$ cat config.mk
export PLATFORM = sky130hd
export DESIGN_NAME = quadrature_encoder
export DESIGN_NICKNAME = d
export VERILOG_FILES = /design/src/rtl/quadrature_encoder.sv
export SDC_FILE = /design/constraint.sdc
export NUM_CORES = 1
export LEC_CHECK = 0
export CAP_MARGIN = 15
export CORE_MARGIN = 4
export CORE_UTILIZATION = 55
export CTS_BUF_LIST = sky130_fd_sc_hd__clkbuf_8
export DETAILED_ROUTE_END_ITERATION = 10
export PLACE_DENSITY = 0.76
export REMOVE_ABC_BUFFERS = 1
export SYNTH_ARGS = -nofsm -noshare
export SYNTH_HDL_FRONTEND = slang
export SYNTH_SLANG_ARGS = --single-unit
$ cat constraint.sdc
create_clock -name clk -period 2.9 [get_ports clk]
set_input_delay 0.58 -clock clk [delete_from_list [all_inputs] [get_ports clk]]
set_output_delay 0.58 -clock clk [all_outputs]
set_load 0.01 [all_outputs]
$ cat src/rtl/quadrature_encoder.sv
// x4 quadrature decoder: synchronises A/B, detects each legal phase step and
// keeps a 16-bit position count that wraps modulo ENCODER_MAX.
module quadrature_encoder #(
    parameter int ENCODER_MAX = 64000
) (
    input  logic        clk,
    input  logic        rst,
    input  logic        A,
    input  logic        B,
    output logic [15:0] count
);

    localparam logic [15:0] CNT_TOP = 16'(ENCODER_MAX - 1);

    logic [1:0]        ab_s1;
    logic [1:0]        ab_s2;
    logic [1:0]        ab_prev;
    logic signed [1:0] dir;

    // +1 for a forward step, -1 for a reverse step, 0 for hold or a double-bit jump.
    function automatic logic signed [1:0] decode_step(input logic [1:0] prv,
                                                      input logic [1:0] cur);
        case ({prv, cur})
            4'b0001, 4'b0111, 4'b1110, 4'b1000: return 2'sd1;
            4'b0010, 4'b1011, 4'b1101, 4'b0100: return -2'sd1;
            default:                            return 2'sd0;
        endcase
    endfunction

    function automatic logic [15:0] wrap_inc(input logic [15:0] c);
        return (c == CNT_TOP) ? 16'd0 : c + 16'd1;
    endfunction

    function automatic logic [15:0] wrap_dec(input logic [15:0] c);
        return (c == 16'd0) ? CNT_TOP : c - 16'd1;
    endfunction

    always_comb begin
        dir = decode_step(ab_prev, ab_s2);
    end

    always_ff @(posedge clk or posedge rst) begin
        if (rst) begin
            ab_s1   <= 2'b00;
            ab_s2   <= 2'b00;
            ab_prev <= 2'b00;
            count   <= 16'd0;
        end else begin
            ab_s1   <= {A, B};
            ab_s2   <= ab_s1;
            ab_prev <= ab_s2;
            if (dir == 2'sd1) begin
                count <= wrap_inc(count);
            end else if (dir == -2'sd1) begin
                count <= wrap_dec(count);
            end
        end
    end

endmodule

==> flow_results.org, run 1 <==
** Outcome
- Outcome :: completed

** Synth
- The share of synthesized area in the top cell type comes to 0.305.
- The most used flip-flop cell after synthesis is sky130_fd_sc_hd__dfrtp_1.
- Post-Syn Instances :: 216
- Share of synthesized area occupied by flip-flops and latches :: 0.305
- Number of flops mapped to enable cells by yosys :: 0
- Warnings from Yosys :: 0
- Distinct cells, synth :: 56
- Post-synth ARST share :: 1.00
- After synthesis the cells add up to 1800 um2.
- The average instance in the mapped netlist occupies 8.35 um2.
- Cell types with the largest area share after synthesis :: sky130_fd_sc_hd__dfrtp_1, sky130_fd_sc_hd__o21ai_0, sky130_fd_sc_hd__ha_1
- Library cell occupying the most area in the post-synthesis netlist :: sky130_fd_sc_hd__dfrtp_1
- In this run, synthesis produced a sequential element count of 22.

** Timing
- Adding up every negative setup slack in the final design gives 0 ps.
- Setup repair after global routing left no endpoint under its margin.
- Time the final worst path needs with I/O delays and setup :: 2570 ps
- Worst Skew :: 3.80 ps
- Final number of max-transition violations :: 0
- Final setup violation count :: 0
- Final worst-path cycle share :: 0.886
- Actual slew at the worst max-slew pin :: 822 ps
- The count of endpoints failing hold in the final timing report was 0.
- Timing-limited maximum frequency :: 0.389 GHz
- The worst pin sits at a relative slew slack of 0.451.

** GRT
- Global routing met1 resource utilization :: 0.322
- In the global route stage, met2 resource usage came out at 0.386.
- Global Route met3 Usage :: 0.0325
- Antenna violations before repair :: 0
- The number of global-route vias before repair came to 1,697.
- The global routing stage identified its most utilized layer as met2.
- Global-route wire length before repair :: 8.05 mm
- Entering global routing, the biggest net connects 23 pins.
- Overall routing resource usage :: 0.238
- After global routing the overflow that remains totals 0.

** Route
- DRC errors left :: 0
- After detailed routing, the average wire length per cell comes to 17.5 um.
- In this run the remaining antenna-violating nets after routing total 0.
- For this block, the routed nets add up to 4.73 mm of wire.
- Dividing the detail-routed via count by the number of cells gives 6.51.
- Vias :: 1,763
- After the first detailed-routing iteration, the DRC count stood at 194.
- First drt pass iteration count :: 4

** Clocking
- Htree depth :: 1
- TritonCTS built the clock tree.
- The clock passes through at most 2 buffers.
- Count of clock tree sinks :: 22
- The cell sitting at the root of the clock tree is a sky130_fd_sc_hd__clkbuf_8.
- Clock-pin slew was measured on the worst setup and hold paths at 80 ps.
- The later pin in the worst-skew pair is clocked with a latency of 270 ps.
- Cts bufs inserted :: 3
- In this run the post-CTS setup repair buffer count came out at 0.
- The number of hold buffers added after CTS was 0.
- Post-CTS resize count :: 0

** Final layout
- Share of final-layout standard cells stronger than drive strength 1 :: 0.106
- Number of diodes added for antenna fixing :: 0
- From synthesis to final layout, the design area changed by 15.1%.
- The net count of the finished layout is 239.

** Min path
- The tightest min-delay check is of the reg -> reg type.

** Power
- Total power consumption of the routed design :: 1.44 mW
- Power density relative to cell area :: 695 nW/um2
- Summed over all cells, the static leakage comes to 0.794 nW.
- Max IR drop VDD :: 0.567 mV

** Floorplan
- Top-level port count :: 20
- Measured along the x axis, the die boundary spans 65.3 um.
- Full die area :: 4260 um2
- Core Region :: 3100 um2
- Placement Rows :: 20
- Starting density of the core :: 0.581
- Measured along the y axis, the die boundary spans 65.3 um.

** Critical path
- Startpoint type of the worst setup path :: flip-flop
- The signal on the critical path passes through inv_1 > ha_1 > mux4_2 > nor2_1 > a41oi_1 > o21ai_0.
- Max incr delay on CP :: 720 ps
- On the critical path, the stage with the largest delay is an instance of sky130_fd_sc_hd__mux4_2.
- CP Class :: reg -> reg
- Critical path arrival :: 2760 ps
- In this run the worst path has a maximum fanout of 16.
- Worst endpoint required time :: 3090 ps
- Crit. End Element :: flip-flop

** Placement
- Half-perimeter wire length after detailed placement :: 3.39 mm
- Routability-driven placement finished with a final weighted congestion of 0.908.
- Port buffering added 19 buffers.

** Flow run
- Max-cap violations in this run came to 0.
==> cells in the mapped netlist, drive strengths merged, types with 4 or more instances <==
library cell / count
ha: 7
o21ai: 18
nand4: 9
clkbuf: 14
nor2b: 4
nand2: 12
nor3: 9
a21oi: 9
nand3: 11
or2: 4
buf: 6
nor2: 12
nor4: 7
dfrtp: 22
xnor2: 7
inv: 9
==> cells in the final DEF (no fill, tap or decap), drive strengths merged, types with 4 or more instances in the layout <==
master	netlist	routed
buf	6	8
clkdlybuf4s50	0	19
nor2b	4	4
or2	4	4
ha	7	7
nor2	12	12
a21oi	9	9
nor4	7	7
clkbuf	14	4
nand2	12	12
nor3	9	9
o21ai	18	18
nand4	9	9
nand3	11	11
xnor2	7	7
inv	9	9
dfrtp	22	22
==> layer usage <==
metal | part of all wire | vias up
met4 | 0.021 | 0
met1 | 0.44 | 840
met5 | 0 | -
met2 | 0.47 | 83
met3 | 0.062 | 11
li1 | - | 829
==> through the flow <==
stage               setup slack, ps  instance area [um2]  std cells  utilization  hold slack (ps)
floorplan                       499                 1720        196            -              331
global placement                474                 2020        267        0.651              335
detailed placement              371                 2020        267        0.651              340
CTS                             360                 2080        271        0.669              358
global route                    188                 2080        271        0.669              373
finish                          331                 2080        271        0.669              356
==> worst max-delay path, delay by kind of cell, from the launching register on <==
| family | cells | cell delay (ps) |
|---|---|---|
| buffers and inverters | 1 | 90 |
| and+or+nand+nor | 1 | 480 |
| muxes | 1 | 720 |
| DFF | 1 | 410 |
| AOI/OAI and AO/OA | 2 | 350 |
| adders and majority gates | 1 | 440 |
==> power breakdown <==
part / leakage (nW) / switching [mW] / internal, mW
clock: 0.0288 / 0.101 / 0.121
combinational: 0.494 / 0.334 / 0.338
sequential: 0.272 / 0.174 / 0.374
==> flip-flops by register name, summed over array words and instances (netlist names) <==
name	cells
count	16
ab_s1	2
ab_prev	2
ab_s2	2
==> final timing paths <==
| path | end | slack (ps) | depth (start not counted) | startpoint |
|---|---|---|---|---|
| max | count[14] | 330 | 6 | ab_s2[0] |
| min in group asynchronous | count[6] | 770 | 2 | rst |
| max in group asynchronous | ab_prev[0] | 1630 | 2 | rst |
| min | ab_s2[0] | 360 | 0 | ab_s1[0] |
| min reg2reg | ab_s2[0] | 360 | 0 | ab_s1[0] |
| max reg2reg | count[14] | 330 | 6 | ab_s2[0] |
==> layout make-up <==
cell class | count | area (um2)
multi-input combinational | 165 | 1130
sequential | 22 | 551
fill | 290 | 1030
inverter | 9 | 33.8
timing repair buffer | 27 | 250
clock buffer | 4 | 55.1
tap | 44 | 55.1
==> cells by family after synthesis <==
| kind of cell | share of synthesized area |
|---|---|
| AOI/OAI and AO/OA | 0.212 |
| xor gates and xnor gates | 0.0389 |
| adders and majority gates | 0.0486 |
| buffers and inverters | 0.0673 |
| DFF | 0.305 |
| muxes | 0.0437 |
| and+or+nand+nor | 0.284 |
Power figures use the tool's default switching activity.
==> run 2, diff against run 1 <==
--- a/config.mk
+++ b/config.mk
@@ -7,10 +7,10 @@
 export LEC_CHECK = 0
 export CAP_MARGIN = 15
 export CORE_MARGIN = 4
-export CORE_UTILIZATION = 55
+export CORE_UTILIZATION = 53
 export CTS_BUF_LIST = sky130_fd_sc_hd__clkbuf_8
 export DETAILED_ROUTE_END_ITERATION = 10
-export PLACE_DENSITY = 0.76
+export PLACE_DENSITY = 0.77
 export REMOVE_ABC_BUFFERS = 1
 export SYNTH_ARGS = -nofsm -noshare
 export SYNTH_HDL_FRONTEND = slang
==> constraint.sdc (replaced) <==
create_clock -name clk -period 2.3 [get_ports clk]
set_input_delay 0.46 -clock clk [delete_from_list [all_inputs] [get_ports clk]]
set_output_delay 0.46 -clock clk [all_outputs]
set_load 0.01 [all_outputs]
==> run 2 against run 1 <==
  * Fmax grew 13%
  * Sequential share of layout area fell by 2.7 points
  * Utilization up 6.4 points
  * Critical path depth rose by 1
  * Flip-flop and latch count is the same
  * Critical path type unchanged
  * Highest routed layer unchanged
==> flow_results.org, run 2 (same netlist as run 1, synthesis figures left out) <==
** Timing
- The maximum achievable frequency came to 0.440 GHz (was 0.389 GHz).
- RSZ-0062 raised after global routing :: true (was false)
- Worst Skew :: 3.30 ps (was 3.80 ps)
- Final TNS setup :: 0 ps (unchanged)
- The post-route clock period utilization came to 0.987 (was 0.886).
- The count of endpoints failing hold in the final timing report is 0 (unchanged).
- Final-layout worst hold slack :: 357 ps (was 356 ps)
- Actual slew at the worst max-slew pin :: 541 ps (was 822 ps)
- Final setup violation count :: 0 (unchanged)
- Post-layout worst setup margin :: 29.7 ps (was 331 ps)
- The shortest clock period the worst path allows after layout came to 2270 ps (was 2570 ps).
- The worst-case headroom to the max-slew limit is 0.636 (was 0.451).
- Final number of max-transition violations :: 0 (unchanged)

** Critical path
- The category of the critical setup timing path is reg -> reg (unchanged).
- Worst Reg-to-Reg Cells :: 7 (was 6)
- Reg-to-reg startpoint :: ab_s2[0] (unchanged)
- The arrival time at the worst endpoint came to 2460 ps (was 2760 ps).
- Startpoint type of the worst setup path :: flip-flop (unchanged)
- Worst R2R End :: count[12] (was count[14])
- Worst endpoint required time :: 2490 ps (was 3090 ps)
- The reg-to-reg setup timing slack came to 30 ps (was 330 ps).
- Crit. End Element :: flip-flop (unchanged)
- Largest fanout of any net on the critical path :: 6 (was 16)

** Final layout
- Share of final-layout standard cells stronger than drive strength 1 :: 0.229 (was 0.106)
- Final-stage net count :: 266 (was 239)
- The area growth from synthesis to layout is 28.1% (was 15.1%).
- Most common cell after layout, fill and taps aside :: sky130_fd_sc_hd__buf_4 (was sky130_fd_sc_hd__dfrtp_1)
- Final design instance area without fill :: 2310 um2 (was 2080 um2)
- Register ranked first by flip-flop count :: count (unchanged)
- Number of diodes added for antenna fixing :: 0 (unchanged)
- Finished Layout Cells :: 297 (was 271)
- Util after Layout :: 0.733 (was 0.669)
- Most frequent cells in the layout: sky130_fd_sc_hd__buf_4, sky130_fd_sc_hd__dfrtp_1, sky130_fd_sc_hd__clkdlybuf4s50_1 (was sky130_fd_sc_hd__dfrtp_1, sky130_fd_sc_hd__clkdlybuf4s50_1, sky130_fd_sc_hd__o21ai_0).
- The flip-flop count of the largest register, all copies and words added was 16 (unchanged).

** GRT
- Number of global-route vias before repair :: 1,907 (was 1,697)
- Pin count of the biggest net entering global routing :: 23 (unchanged)
- The overall overflow remaining after global route is 0 (unchanged).
- The global-route wire length before repair was 8.93 mm (was 8.05 mm).
- The initial antenna violation count came to 0 (unchanged).
- Overall routing resource usage :: 0.266 (was 0.238)

** Placement
- The placement-stage cell area was 2220 um2 (was 2020 um2).
- Port Buffer Count :: 19 (unchanged)
- The placed wire-length estimate after detailed placement is 3.90 mm (was 3.39 mm).
- Routability Congestion :: 0.937 (was 0.908)
- Number of cells in the design after placement :: 292 (was 267)
- Setup Slack @ Placement :: -37.5 ps (was 371 ps)

** Clocking
- The root buffer selected by CTS is sky130_fd_sc_hd__clkbuf_8 (unchanged).
- The worst-skew pair later-pin latency came to 270 ps (about the same).
- Cts bufs inserted :: 3 (unchanged)
- The clock tree buffer depth is 2 (unchanged).
- The total number of H-tree levels came to 1 (unchanged).
- Count of clock tree sinks :: 22 (unchanged)
- The CTS clock-pin slew for the worst setup and hold paths was 80 ps (about the same).
- TritonCTS clock tree :: built (unchanged)

** Floorplan
- The floorplan die height was 66.3 um (was 65.3 um).
- The effective utilization at floorplan came to 0.572 (was 0.581).
- Die width :: 66.3 um (was 65.3 um)
- The core region area is 3150 um2 (was 3100 um2).
- The cell row count came to 20 (unchanged).
- The count of boundary I/O pins came to 20 (unchanged).
- The die outline area is 4400 um2 (was 4260 um2).

** Route
- 1st-iter DRT viols :: 219 (was 194)
- The number of nets with antenna violations after detailed routing came to 0 (unchanged).
- First drt pass iteration count :: 4 (unchanged)
- Vias :: 1,929 (was 1,763)
- Mean routed wirelength per cell :: 18.0 um (was 17.5 um)
- The total DRC errors in the routed layout came to 0 (unchanged).
- Final wirelength :: 5.35 mm (was 4.73 mm)
- The per-cell via count in the routed design was 6.49 (was 6.51).

** Power
- Power density relative to cell area :: 844 nW/um2 (was 695 nW/um2)
- Total power consumption of the routed design :: 1.95 mW (was 1.44 mW)
- The maximum VDD drop is 0.523 mV (was 0.567 mV).
- The leakage power was 0.930 nW (was 0.794 nW).

** Min path
- The launch point of the worst hold path is ab_s1[0] (unchanged).
- The endpoint with the worst hold slack is ab_s2[0] (unchanged).
- Hold Crit Depth :: 0 (unchanged)
- The worst hold path class is reg -> reg (unchanged).

** Flow run
- Max capacitance violation total :: 0 (unchanged)

** Outcome
- Outcome :: completed (unchanged)
==> run 2: changes by cell type in the layout (fill, tap and decap cells not counted), sizes merged <==
cell,change
buf,+27
clkbuf,-1
==> run 2: area by class of cell <==
| class | instances | area, um2 |
|---|---|---|
| repair buffers | 54 | 465 |
| inverters | 9 | 33.8 |
| flip-flops and latches | 22 | 551 |
| fillers | 272 | 843 |
| multi-input cells | 165 | 1160 |
| well taps | 44 | 55.1 |
| clock buffers | 3 | 41.3 |
==> run 2: worst max path at each step <==
stage / endpoint / start
global route: count[12] / ab_s2[0]
CTS: count[12] / ab_s2[0]
floorplan: count[9] / count[1]
detailed placement: count[13] / ab_s2[0]
global placement: count[12] / ab_s2[0]
finish: count[12] / ab_s2[0]
==> run 2: power breakdown <==
| part | switching [mW] | internal [mW] |
|---|---|---|
| logic | 0.523 | 0.544 |
| registers | 0.161 | 0.473 |
| clock network | 0.131 | 0.117 |
| total | 0.814 | 1.14 |
==> run 2: timing repair <==
action | in CTS | in global routing
setup buffers | 1 | 1
hold buffers | 0 | 0
resized for setup | 3 | 8
setup endpoints to repair | 2 | 10
pin swaps | 0 | 1
cloned | 0 | 0
==> run 2: critical path: stages (launching register included) <==
cell	delay, ps
sky130_fd_sc_hd__dfrtp_1	400
sky130_fd_sc_hd__inv_2	70
sky130_fd_sc_hd__ha_2	190
sky130_fd_sc_hd__or2_2	270
sky130_fd_sc_hd__mux4_2	540
sky130_fd_sc_hd__or2_4	280
sky130_fd_sc_hd__or3_1	350
sky130_fd_sc_hd__o211ai_1	90
==> run 2: metal layers <==
metal	share of wire	global-route usage
met5	0	0
met4	0.024	0.109
met3	0.063	0.0340
met2	0.49	0.456
met1	0.43	0.332
